[config.mk]
export PLATFORM = sky130hd
export DESIGN_NAME = instruction_stream_loader
export DESIGN_NICKNAME = d
export VERILOG_FILES = /design/src/rtl/instruction_stream_loader.sv
export SDC_FILE = /design/constraint.sdc
export NUM_CORES = 1
export LEC_CHECK = 0
export CORE_ASPECT_RATIO = 1.25
export CORE_UTILIZATION = 35
export CTS_BUF_LIST = sky130_fd_sc_hd__clkbuf_4
export CTS_CLUSTER_SIZE = 14
export DETAILED_ROUTE_END_ITERATION = 8
export GPL_TIMING_DRIVEN = 0
export HOLD_SLACK_MARGIN = 0.1
export SLEW_MARGIN = 10
export SYNTH_ARGS = -nofsm -noshare
export SYNTH_HDL_FRONTEND = slang
export SYNTH_SLANG_ARGS = --single-unit
[constraint.sdc]
create_clock -name clk -period 7 [get_ports clk]
set_input_delay 1.05 -clock clk [delete_from_list [all_inputs] [get_ports clk]]
set_output_delay 1.05 -clock clk [all_outputs]
set_load 0.03 [all_outputs]
[src/rtl/instruction_stream_loader.sv]
// Byte-to-word loader: packs UART bytes MSB-first into words and writes them to instruction memory.
// Optional build macro LOADER_CHECKSUM_EN adds a running checksum output of written words.
module instruction_stream_loader #(
    parameter int unsigned             WORD_WIDTH     = 32,
    parameter int unsigned             ADDR_WIDTH     = 12,
    parameter logic [WORD_WIDTH-1:0]   TOGGLE_WORD    = '1,
    parameter int unsigned             IDLE_TIMEOUT   = 1024,
    parameter int unsigned             IDLE_CNT_WIDTH = 16
) (
    input  logic                    clk,
    input  logic                    reset,
    input  logic                    input_enable,
    input  logic [7:0]              received_data,
    output logic                    in_execution,
    output logic                    write_enable,
    output logic [ADDR_WIDTH-1:0]   write_addr,
    output logic [WORD_WIDTH-1:0]   write_data,
    output logic [ADDR_WIDTH:0]     word_count,
    output logic                    overflow
`ifdef LOADER_CHECKSUM_EN
    ,
    output logic [WORD_WIDTH-1:0]   checksum
`endif
);

    localparam int unsigned BYTES = WORD_WIDTH / 8;
    localparam int unsigned PTR_W = (BYTES > 1) ? $clog2(BYTES) : 1;
    localparam logic [PTR_W-1:0] PTR_LAST = PTR_W'(BYTES - 1);
    localparam logic [ADDR_WIDTH+1:0] DEPTH = {2'b01, {ADDR_WIDTH{1'b0}}};
    localparam bit IDLE_EN = (IDLE_TIMEOUT > 0);
    localparam logic [IDLE_CNT_WIDTH-1:0] IDLE_LAST =
        IDLE_EN ? IDLE_CNT_WIDTH'(IDLE_TIMEOUT - 1) : '0;

    typedef enum logic {
        MODE_LOAD = 1'b0,
        MODE_EXEC = 1'b1
    } mode_t;

    mode_t                     mode_q, mode_d;
    logic [PTR_W-1:0]          ptr_q, ptr_d;
    logic [WORD_WIDTH-1:0]     buf_q, buf_d;
    logic [IDLE_CNT_WIDTH-1:0] idle_q, idle_d;
    logic                      we_q, we_d;
    logic [ADDR_WIDTH-1:0]     addr_q, addr_d;
    logic [WORD_WIDTH-1:0]     data_q, data_d;
    logic [ADDR_WIDTH:0]       count_q, count_d;
    logic                      ovf_q, ovf_d;
`ifdef LOADER_CHECKSUM_EN
    logic [WORD_WIDTH-1:0]     sum_q, sum_d;
`endif

    logic [WORD_WIDTH-1:0]     word_c;
    logic                      last_c;
    logic                      full_c;

    // Next-state and datapath decisions for one cycle
    always_comb begin
        mode_d  = mode_q;
        ptr_d   = ptr_q;
        buf_d   = buf_q;
        idle_d  = idle_q;
        we_d    = 1'b0;
        addr_d  = addr_q;
        data_d  = data_q;
        count_d = count_q;
        ovf_d   = ovf_q;
`ifdef LOADER_CHECKSUM_EN
        sum_d   = sum_q;
`endif

        word_c = (buf_q << 8) | WORD_WIDTH'(received_data);
        last_c = input_enable && (ptr_q == PTR_LAST);
        // A pulse in flight is already committed, so it counts toward fullness
        full_c = ({1'b0, count_q} + {{(ADDR_WIDTH + 1){1'b0}}, we_q}) == DEPTH;

        if (we_q) begin
            addr_d  = addr_q + ADDR_WIDTH'(1);
            count_d = count_q + (ADDR_WIDTH + 1)'(1);
        end

        if (input_enable) begin
            idle_d = '0;
            if (last_c) begin
                ptr_d = '0;
                buf_d = '0;
                if (word_c == TOGGLE_WORD) begin
                    mode_d = (mode_q == MODE_LOAD) ? MODE_EXEC : MODE_LOAD;
                    if (mode_q == MODE_EXEC) begin
                        addr_d  = '0;
                        count_d = '0;
                        ovf_d   = 1'b0;
`ifdef LOADER_CHECKSUM_EN
                        sum_d   = '0;
`endif
                    end
                end else if (mode_q == MODE_LOAD) begin
                    if (full_c) begin
                        ovf_d = 1'b1;
                    end else begin
                        we_d   = 1'b1;
                        data_d = word_c;
`ifdef LOADER_CHECKSUM_EN
                        sum_d  = sum_q + word_c;
`endif
                    end
                end
            end else begin
                ptr_d = ptr_q + PTR_W'(1);
                buf_d = word_c;
            end
        end else if (ptr_q == '0) begin
            idle_d = '0;
        end else if (IDLE_EN) begin
            // Stalled partial word: drop it so the stream resynchronises
            if (idle_q == IDLE_LAST) begin
                ptr_d  = '0;
                buf_d  = '0;
                idle_d = '0;
            end else begin
                idle_d = idle_q + IDLE_CNT_WIDTH'(1);
            end
        end
    end

    // State and datapath registers
    always_ff @(posedge clk or posedge reset) begin
        if (reset) begin
            mode_q  <= MODE_LOAD;
            ptr_q   <= '0;
            buf_q   <= '0;
            idle_q  <= '0;
            we_q    <= 1'b0;
            addr_q  <= '0;
            data_q  <= '0;
            count_q <= '0;
            ovf_q   <= 1'b0;
`ifdef LOADER_CHECKSUM_EN
            sum_q   <= '0;
`endif
        end else begin
            mode_q  <= mode_d;
            ptr_q   <= ptr_d;
            buf_q   <= buf_d;
            idle_q  <= idle_d;
            we_q    <= we_d;
            addr_q  <= addr_d;
            data_q  <= data_d;
            count_q <= count_d;
            ovf_q   <= ovf_d;
`ifdef LOADER_CHECKSUM_EN
            sum_q   <= sum_d;
`endif
        end
    end

    assign in_execution = (mode_q == MODE_EXEC);
    assign write_enable = we_q;
    assign write_addr   = addr_q;
    assign write_data   = data_q;
    assign word_count   = count_q;
    assign overflow     = ovf_q;
`ifdef LOADER_CHECKSUM_EN
    assign checksum     = sum_q;
`endif

endmodule
# == Yosys cells after proc, flatten, opt, wreduce, memory -nomap -nowiden ==
# Index checks and enable logic that the tools add are counted.
# op_classes
addsub,5
eq_ne,7
mux,31
n_bitwise,4
reduce_logical,8
# ops
op,count
24-bit two-way mux,4
13-bit two-way mux,5
12-bit two-way mux,5
16-bit two-way mux,3
"32-bit == test, second input constant",1
32-bit by 8-bit OR with 32-bit output,1
"16-bit by 1-bit adder with 16-bit output, second input constant",1
"16-bit by 10-bit == test with 1-bit output, second input constant",1
13-bit by 1-bit adder with 14-bit output,1
"14-bit by 13-bit == test with 1-bit output, second input constant",1
"13-bit by 1-bit adder with 13-bit output, second input constant",1
"12-bit by 1-bit adder with 12-bit output, second input constant",1
1-bit two-way mux,10
5-bit AND reduction,2
2-bit two-way mux,4
"2-bit inequality test, second input constant",2
2-bit nonzero test,2
1-bit inverter,3
3-bit AND reduction,1
"2-bit by 1-bit adder with 2-bit output, second input constant",1
"2-bit == test, second input constant",1
2-bit zero test,1
"2-bit by 1-bit inequality test with 1-bit output, second input constant",1
2-bit AND reduction,1
1-bit logical AND,1
# word_totals
reg_bits,102
output_inout_bits,60
wordCells,64

# == Longest topological paths before layout ==
# depth
depth_word,7
ltp_mapped,10
ltp_nobuf,8

# == Least setup slack after synthesis ==
# OpenSTA, ideal clock, no wires.
# synth_timing
path_type,reg-to-reg
startpoint,"register we_q, in the netlist write_enable"
endpoint,"register data_q[10], in the netlist write_data[10]"
t_arrival_ps,2641
required_ps,6875
slack_ps,4234
stages_incl_launch_ff,10
n_path_buf,2
cell_sequence,dfrtp_1 > ha_1 > ha_1 > or4_1 > nor4b_2 > and4b_1 > nand2b_2 > buf_12 > buf_12 > mux2_4
# synth_between
elab_chain_cells,4
# synth_rtl
element,line_no,rtl
start: declaration,43,"logic we_q, we_d;"
start signal: assignment,145,we_q <= we_d;
13-bit by 1-bit adder with 14-bit output,74,"full_c = ({1'b0, count_q} + {{(ADDR_WIDTH + 1){1'b0}}, we_q}) == DEPTH;"
14-bit by 13-bit == test with 1-bit output,74,
1-bit inverter (no line),--,
5-bit AND reduction (no line),--,
end signal: assignment,147,data_q <= data_d;
end: declaration,45,"logic [WORD_WIDTH-1:0] data_q, data_d;"
# Every way passes these cells.
# A chain may end at the register's enable or synchronous reset.

# == Worst setup path after layout ==
# layout_timing
startpoint,input port received_data[3]
endpoint,"register count_q[8], in the netlist word_count[8]"
# layout_between
elab_chain_cells,5
# layout_rtl
element,line_no,rtl
start: declaration,13,"input logic [7:0] received_data,"
32-bit by 8-bit OR with 32-bit output,71,word_c = (buf_q << 8) | WORD_WIDTH'(received_data);
32-bit == test,86,if (word_c == TOGGLE_WORD) begin
13-bit two-way mux,86,
13-bit two-way mux,83,if (last_c) begin
13-bit two-way mux,81,if (input_enable) begin
net count_d[8],46,"logic [ADDR_WIDTH:0] count_q, count_d;"
end signal: assignment,148,count_q <= count_d;
end: declaration,46,
# The timed path passes the listed nets, and every way through them passes these cells.

==> impl_results.md <==
* WS Path Type: in2reg
* Initial DRC Count at 108
* Largest net degree at the start of global routing at 57
* DPL Wire Length at around 7000 µm
* CP Cell Sequence: clkdlybuf4s50_1 > nand4_1 > nor4_1 > nand4_1 > nor2_1 > clkbuf_1 > nor2_1
* H-tree levels at 3
* Port bufs at 70
* Sequential share of the synthesized area at 0.5496
* Origin of the critical flop-to-flop path: word_count[0]
* First-pass GRT wire length at 16480 µm
* Mapped Avg Cell Area at approximately 12 µm²
* Max FO, Critical Path at 10
* Post-route ant nets at 0
* Syn nets at ~400
* Worst Tran Pin Value at around 0.73 ns
* Crit path required time at 7.33 ns
* WL final at 9756 µm
* CP max stage cell: clkdlybuf4s50_1
* Die width at 105.0 µm
* CTS tree: yes
* Fin. max-slew vios at 0
* WL met2 at roughly 4800 µm
* Vias per cell at roughly 5.0
* WL met3 at 307 µm
* Tmin final at 3.047 ns
* Max Clock Skew at 0.01644 ns
* Die Span Y at between 100 and 150 µm
* Worst-path clk slew at 0.15 ns
* Sink Count at about 100
* Critical path origin: received_data[3]
* Initial antenna violation count at 1
* Post-Syn Instances at approximately 380
* Root Buffer: clkbuf_4
* Status: complete, no violations
* Setup violation total in the final timing report at 0
* Worst slew margin at 0.5146
* Drt first pass iters at 4
* Starting Density at 0.3619
* Clock share of power at 0.124
* Num CTS Buffers at 9
* Via count at roughly 3200
* GPL Wtd Cong at around 0.77
* Yosys warns at 0
* Worst ir drop on vdd at 0.0002317 V
* Worst skew pair latency at between 0.4 and 0.5 ns
* GRT Overall Usage at 0.1529
* Die area at 13740 µm²
* Sw Share at 0.4036
* Vias in the first global route at 3216
* Placement Rows at 46
* CP Data Arrival Time at between 3 and 4 ns
* Leading cell types in the layout, fill and taps excluded: dfrtp_1 (102), clkdlybuf4s50_1 (70), nor2_1 (49)
* Worst min path class: reg2reg
* Pwr dens at between 400 and 500 nW/µm²
* Pwr Total at 2383 µW
* Yosys cell types at 38
* Netlist Area Pre-Place at 4644 µm²
* Worst path max stage delay at ~0.53 ns
* Hold_buf cts at 0
* Unrepaired setup endpoints after global routing: no
* Core area at approximately 13000 µm²
* Syn-to-layout area delta at 23.03%
* Sequential share of power at 0.402
* Final nets at between 400 and 500
* Max Used Layer: met4
* Fmax achieved at 328.2 MHz
* Most common cell after layout, fill and taps aside: dfrtp_1
* Max_cap viols at 0
* IO Count at 71
* Switching power at ~960 µW
* Setup TNS at 0 ns
* Critical Path End Type: register
* Tcrit/Tclk final at 0.4352
* Hold path startpoint: idle_q[0]
* PostCTS Resize Cnt at 0
* Final worst slack at roughly 4.0 ns
* Total gr overflow at 0
* Logic pwr share at 0.474
* Post-CTS setup buffers at 0
* CP Launch Type: primary input
* Internal power at 1421 µW
* Max clock buf depth at 2
* Synth Register Bits at slightly above 100
* Layout cells sized above 1 at 0.1199
* Met1 Routed Length at approximately 4500 µm
* Final hold vios at 0
* Leakage at roughly 0.0025 µW
* Setup WS pre-CTS at 3.390 ns
* Drt wl/cell at about 15 µm
* Remaining DRCs at 0
registers in the layout (all words and copies together), names as in the netlist:
name / count
write_data: 32
buf_q: 24
idle_q: 16
word_count: 13
write_addr: 12
ptr_q: 2
in_execution: 1
overflow: 1
write_enable: 1
worst max-delay path: cells and delay by family:
| family | cells | cell delay [ns] |
|---|---|---|
| simple gates | 5 | 1.37 |
| buf+inv | 2 | 0.95 |
synth_stat cells (all sizes together):
master,n,area (µm²)
nor2,49,183.9
o21ai,2,10.01
inv,10,37.54
a22o,25,219.0
a21oi,3,15.01
o2111ai,1,8.760
nand2b,1,8.760
nor4,4,25.02
or3,1,6.260
nor3,3,15.01
mux2,32,469.2
a41oi,1,16.27
ha,7,87.58
buf,7,100.1
a311o,2,20.02
o22a,1,8.760
and4,4,35.03
clkbuf,13,48.80
o41ai,1,8.760
dfrtp,102,2552
nand2,13,48.80
a31oi,1,6.260
nor4b,1,15.01
and4b,1,10.01
mux2i,2,20.02
a32oi,1,8.760
a211oi,2,15.01
xnor2,16,140.1
nand4,14,87.58
xor2,24,210.2
or4,1,7.510
nor2b,3,18.77
and3,12,75.07
nand3,21,105.1
metal layers:
metal	vias up	track usage
li1	1514	-
met1	1573	0.1963
met2	65	0.2559
met3	11	0.02480
met4	0	0.07042
met5	-	0
final cells by class:
cell class              count  area [µm²]
clock inverters             5       51.30
clock buffers              10       75.07
well taps                 168       210.2
diodes                      1       2.502
flip-flops and latches    102        2552
multi-input cells         249        1906
fillers                  1220        7121
repair buffers             71       728.2
plain buffers              20       148.9
inverters                  10       40.04
through the flow:
stage	instances	util	hold WS, ns	instance area [µm²]
4_1_cts	635	0.4450	0.5107	5712
6_report	636	0.4452	0.5064	5714
3_5_place_dp	620	0.4352	0.4911	5585
5_1_grt	636	0.4452	0.5323	5714
3_3_place_gp	619	0.4328	0.4689	5555
2_1_floorplan	381	-	0.4479	4644
power by group through the flow:
stage | Clock, µW | Combinational (µW) | Sequential (µW)
5_1_grt | 330 | 1210 | 988
4_1_cts | 308 | 1140 | 960
6_report | 295 | 1130 | 958
3_5_place_dp | 0 | 1130 | 970
3_3_place_gp | 0 | 1120 | 966
2_1_floorplan | 0 | 438 | 1230
path summary, 6_finish.rpt:
check | to | slack, ns | cells past startpoint
hold / removal | idle_q[0] | 0.51 | 1
setup reg to reg | write_data[16] | 4.16 | 9
hold reg to reg | idle_q[0] | 0.51 | 1
setup / recovery | word_count[8] | 3.95 | 7
max in group asynchronous | idle_q[15] | 5.28 | 3
min in group asynchronous | word_count[9] | 1.06 | 2
logic make-up (layout without fill, tap and decap cells):
| logic type | Yosys count | in the layout | synth area share |
|---|---|---|---|
| mux | 34 | 34 | 0.1053 |
| buf+inv | 30 | 116 | 0.04014 |
| xor+xnor | 40 | 40 | 0.07543 |
| other cells | 0 | 1 | 0 |
| simple gates | 128 | 128 | 0.1382 |
| flops | 102 | 102 | 0.5496 |
| compound gates | 40 | 40 | 0.07247 |
| fa+ha+maj | 7 | 7 | 0.01886 |
No activity file was read; power rests on OpenSTA's default activity.
